[src/rtl/top_pkg.sv]
// Shared defaults and the elaboration-time sine table generator for the PWM sine synthesiser.
// Optional N_PORT_EN (used by top) adds the N hold-multiplier port; this package is unaffected by it.
package top_pkg;

  localparam int R_DEF       = 6;
  localparam int SAMPLES_DEF = 36;

  // sin() of the first quadrant in 10-degree steps, scaled by 2^16
  function automatic int sin_quadrant_q16(input int step);
    case (step)
      0:       return 0;
      1:       return 11380;
      2:       return 22415;
      3:       return 32768;
      4:       return 42125;
      5:       return 50203;
      6:       return 56756;
      7:       return 61584;
      8:       return 64540;
      default: return 65536;
    endcase
  endfunction

  // Full-circle sine in 10-degree steps (0..35), built by quadrant symmetry
  function automatic int sin_q16(input int step);
    int d;
    d = step % 36;
    if (d <= 9)       return  sin_quadrant_q16(d);
    else if (d <= 18) return  sin_quadrant_q16(18 - d);
    else if (d <= 27) return -sin_quadrant_q16(d - 18);
    else              return -sin_quadrant_q16(36 - d);
  endfunction

  // round_half_up((2^r-1)*(1+sin(2*pi*k/samples))/2) in fixed point
  function automatic int sine_entry(input int r, input int samples, input int k);
    longint signed amp;
    longint signed num;
    int            step;
    step = (k * 36 + samples / 2) / samples;
    amp  = (longint'(1) <<< r) - 1;
    num  = amp * (longint'(65536) + longint'(sin_q16(step))) + longint'(65536);
    return int'(num / longint'(131072));
  endfunction

endpackage

[src/rtl/pwm_core.sv]
// Free-running R-bit PWM counter, duty comparator and registered output with a period-end strobe.
// Not affected by N_PORT_EN.
module pwm_core #(
  parameter int R = 6
) (
  input  logic         clk,
  input  logic         reset,
  input  logic [R-1:0] duty,
  output logic         pwm_out,
  output logic         period_end
);

  logic [R-1:0] cnt;

  assign period_end = (cnt == {R{1'b1}});

  always_ff @(posedge clk) begin
    if (reset) begin
      cnt     <= '0;
      pwm_out <= 1'b0;
    end else begin
      cnt     <= cnt + 1'b1;
      pwm_out <= (cnt < duty);
    end
  end

endmodule

[src/rtl/top.sv]
// Sine-modulated PWM: steps through a sine table, holding each sample for 2*Neff PWM periods.
// Define N_PORT_EN to add input N driving Neff; otherwise Neff is the constant N_DEF.
module top
  import top_pkg::*;
#(
  parameter int          R       = R_DEF,
  parameter int          SAMPLES = SAMPLES_DEF,
  parameter logic [11:0] N_DEF   = 12'd1
) (
  input  logic        clk,
  input  logic        reset,
`ifdef N_PORT_EN
  input  logic [11:0] N,
`endif
  output logic        salidaPWM,
  output logic [11:0] n
);

  localparam int IDX_W = (SAMPLES > 1) ? $clog2(SAMPLES) : 1;

  logic [R-1:0]     sine_rom [SAMPLES];
  logic [R-1:0]     duty;
  logic [IDX_W-1:0] idx;
  logic [IDX_W-1:0] idx_next;
  logic [12:0]      hold;
  logic [12:0]      hold_last;
  logic [11:0]      neff;
  logic [11:0]      n_raw;
  logic [11:0]      neff_in;
  logic             period_end;

  for (genvar k = 0; k < SAMPLES; k++) begin : g_rom
    assign sine_rom[k] = R'(sine_entry(R, SAMPLES, k));
  end

`ifdef N_PORT_EN
  assign n_raw = N;
`else
  assign n_raw = N_DEF;
`endif

  // A hold multiplier of zero would never end a sample, so treat it as one
  assign neff_in   = (n_raw == 12'd0) ? 12'd1 : n_raw;
  assign hold_last = {neff, 1'b0} - 13'd1;
  assign idx_next  = (idx == IDX_W'(SAMPLES - 1)) ? '0 : idx + 1'b1;

  // Sample sequencer: Neff is re-latched only at sample boundaries
  always_ff @(posedge clk) begin
    if (reset) begin
      hold <= '0;
      idx  <= '0;
      duty <= sine_rom[0];
      neff <= neff_in;
    end else if (period_end) begin
      if (hold == hold_last) begin
        hold <= '0;
        idx  <= idx_next;
        duty <= sine_rom[idx_next];
        neff <= neff_in;
      end else begin
        hold <= hold + 13'd1;
      end
    end
  end

  assign n = 12'(duty);

  pwm_core #(.R(R)) u_pwm (
    .clk        (clk),
    .reset      (reset),
    .duty       (duty),
    .pwm_out    (salidaPWM),
    .period_end (period_end)
  );

endmodule

[config.mk]
export PLATFORM = sky130hd
export DESIGN_NAME = top
export DESIGN_NICKNAME = d
export VERILOG_FILES = /design/src/rtl/top_pkg.sv /design/src/rtl/pwm_core.sv /design/src/rtl/top.sv
export SDC_FILE = /design/constraint.sdc
export NUM_CORES = 1
export LEC_CHECK = 0
export BUFFER_PORTS_ARGS = -buffer_cell sky130_fd_sc_hd__buf_2
export CAP_MARGIN = 20
export CELL_PAD_IN_SITES_DETAIL_PLACEMENT = 1
export CELL_PAD_IN_SITES_GLOBAL_PLACEMENT = 1
export CORE_MARGIN = 8
export CORE_UTILIZATION = 41
export CTS_CLUSTER_SIZE = 8
export DETAILED_ROUTE_END_ITERATION = 10
export PLACE_DENSITY_LB_ADDON = 0.1
export SLEW_MARGIN = 20
export SYNTH_ARGS = -nofsm -noshare
export SYNTH_HDL_FRONTEND = slang
export SYNTH_SLANG_ARGS = --single-unit
[constraint.sdc]
create_clock -name clk -period 1.9 [get_ports clk]
set_clock_uncertainty 0.2 [all_clocks]
set_input_delay 0.57 -clock clk [delete_from_list [all_inputs] [get_ports clk]]
set_output_delay 0.57 -clock clk [all_outputs]
set_load 0.1 [all_outputs]
==> impl_metrics.toml <==
[layout]
fin_area_mm2 = 0.00303
area_growth_syn_to_layout_pct = 42.9
fill_cells = 606
final_common_cell = "buf_4"
antenna_cells = 0
nNetsFinal = 340
drive_gt1_share_pct = 42.0
seq_area_um2 = 654
mostFrequentLayoutCells = "buf_4 (55), nor2_1 (34), dfxtp_1 (21)"
multi_input_area_mm2 = 0.00159

[drt]
wl_met1_um = 3000
wl_met2_um = 3620
post_drt_wl_per_cell_um = 17.5
drc = 0
viasPerCell = 5.29
num_vias = 2084
postRouteAntennaNets = 0
wl_met3_um = 170
first_pass_iters = 4
routed.top_layer = "met4"
wirelength_um = 6880
drt-initial-drc-count = 63

[die]
ios = 15
start_util_pct = 42.0
die_h_um = 87.9
num_rows = 26
dieArea_mm2 = 0.00773
die_w_um = 87.9
coreArea_mm2 = 0.00504

[grt]
grt_overflow_total = 0
grt_pass1_vias = 2172
grt_pass1_wl_um = 10500
grt_usage_pct = 17.4
antenna_found_initial = 0
grt_max_degree = 14

[yosys]
syn_avg_cell_area_um2 = 8.12
synth.distinct_cells = 54
synth-seq-cells = 32
syn_inst = 261
synth-edff-count = 0
synth_warnings = 0
yosysSeqAreaShare_pct = 30.2
synth_top_flop_cell = "dfxtp_1"
synthArstFlopShare_pct = 0
synth_area_mm2 = 0.00212

[setup_path]
worst-r2r-cell-count = 9
cp.buffers_inverters = 3
cp_slowest_cell = "dfxtp_2"
crit_top_cell = "a31oi_1"
slowest_delay_ps = 340
rr_startpoint = "idx[0]"
regToRegSetupSlack_ps = -110
critPathCapture = "duty[3]"
path_depth = 9
cp-end-kind = "flip-flop"
required_ps = 1910
cp_top_family = "compound AO/OA/AOI/OAI gates"
start_kind = "flip-flop"
cp-startpoint = "idx[0]"
cp_cell_sequence = "buf_6, inv_1, ha_2, buf_4, nor2_1, a31oi_1, o21ai_0, a21o_1, a31oi_1"
crit_arrival_ps = 2030
path_class = "flip-flop to flip-flop"
r2r_end = "duty[3]"
cp_max_fo = 5

[sta]
finalMaxSlewViolations = 0
hold_violations = 0
finalWorstSetupSlack_ps = -113
fin_setup_tns_ps = -363
period_share_pct = 106
finalSetupViolCount = 9
finalCriticalPeriod_ps = 2010
rsz0062_at_grt = "true"
achievable-frequency_ghz = 0.497

[place]
port_buffers = 8
preCtsSetupSlack_ps = -171
gp_congestion = 0.803
post_dp_cell_area_mm2 = 0.00258
hpwl_um = 4520

[clock_tree]
clk_pin_slew_ps = 70
htreeDepth = 2
clockRootBuffer = "clkbuf_8"
clock_path_buffers = 2
cts_made_buffers = 5
clk_latency_ps = 290
cts.sinks = 32
cts_tree = "done"
holdBufCountCts = 0

[power_and_ir_drop]
power.internal_mw = 1.09
pwr-share-clk_pct = 45.5
power_density_mw_per_mm2 = 484
p_sw_share_pct = 25.5
leakage_nw = 1.19
p_seq_share_pct = 46.6
pwr-share-comb_pct = 7.9
p_switching_mw = 0.374
ir_worst_vdd_v = 0.000233

[outcome]
violations = "negative setup slack"
outcome = "finished, violations left"

[worst_hold_path]
hold_path_class = "flip-flop to flip-flop"

[job]
drv_cap = 0
==> state kept, by name (all words and copies together), names as in the netlist <==
name	count
u_pwm.pwm_out	1
idx	6
u_pwm.cnt	6
duty	6
hold	13
==> logic make-up after synthesis <==
kind of cell               after synthesis  synth area share [%]
buffers and inverters                   32                  8.15
DFF                                     32                  30.2
and+or+nand+nor                        100                  23.7
AOI/OAI and AO/OA                       55                  17.7
muxes                                    1                 0.472
other                                    1                 0.177
adders and majority gates               15                  8.85
xor gates and xnor gates                25                  10.7
==> worst register-to-register path: stages (launching register included) <==
cell and delay, ps:
dfxtp_2 340, buf_6 120, inv_1 140, ha_2 290, buf_4 140, nor2_1 50, a31oi_1 180, o21ai_0 130
a21o_1 190, a31oi_1 160
==> per-layer routing <==
metal	vias to the layer above	GRT usage, %
met5	-	0
met1	1026	20.7
met4	0	5.47
li1	1027	-
met2	23	30.8
met3	8	2.91
==> Yosys cell counts (all sizes together), types with 4 or more instances <==
cell type	instances	share of area, %
and3	5	1.7
o21ai	13	3.1
nor2	38	7.0
nor3	4	0.94
xnor2	14	6.1
nor2b	5	1.5
a21oi	15	4.1
xor2	11	4.5
inv	11	1.9
nand3	15	3.8
nand2	17	3.1
nand4	5	1.5
a31oi	4	1.2
dfxtp	32	30
ha	15	8.9
buf	19	5.8
a211oi	6	2.4
==> worst min-delay path by stage <==
| stage | startpoint | to | slack, ps | cells after the start |
|---|---|---|---|---|
| global placement | hold[12] | hold[12] | 300 | 2 |
| finish | hold[12] | hold[12] | 310 | 2 |
| detailed placement | duty[0] | duty[0] | 300 | 2 |
| floorplan | u_pwm.cnt[0] | u_pwm.cnt[0] | 230 | 1 |
| CTS | hold[12] | hold[12] | 310 | 2 |
| global route | hold[12] | hold[12] | 340 | 2 |
==> power groups by stage <==
stage | combinational (mW) | sequential, mW | clock (mW)
floorplan | 0.0862 | 0.705 | 0
global placement | 0.110 | 0.695 | 0
detailed placement | 0.112 | 0.696 | 0
CTS | 0.112 | 0.680 | 0.676
global route | 0.122 | 0.684 | 0.725
finish | 0.116 | 0.683 | 0.668
==> metrics by stage <==
step | util [%] | power (mW) | hold slack [ps] | cells
floorplan | - | 0.791 | 225 | 266
CTS | 56.9 | 1.47 | 313 | 390
global route | 60.1 | 1.53 | 343 | 394
detailed placement | 51.2 | 0.808 | 301 | 378
finish | 60.1 | 1.47 | 314 | 394
global placement | 51.2 | 0.805 | 302 | 378
==> repair_timing <==
| item | in CTS | in global routing |
|---|---|---|
| endpoints found under the setup margin | 15 | 27 |
| resized for setup | 33 | 30 |
| gates cloned | 0 | 1 |
| setup buffers | 4 | 3 |
| hold endpoints to repair | 0 | 0 |
| pin swaps | 10 | 9 |
==> final cells by class <==
type	instances	area share, %
repair buffers	70	18.0
inverters	11	1.36
multi-input cells	203	52.5
clock inverters	3	1.40
well taps	70	2.89
clock buffers	5	2.27
flip-flops and latches	32	21.6
No activity file was read; power rests on OpenSTA's default activity.
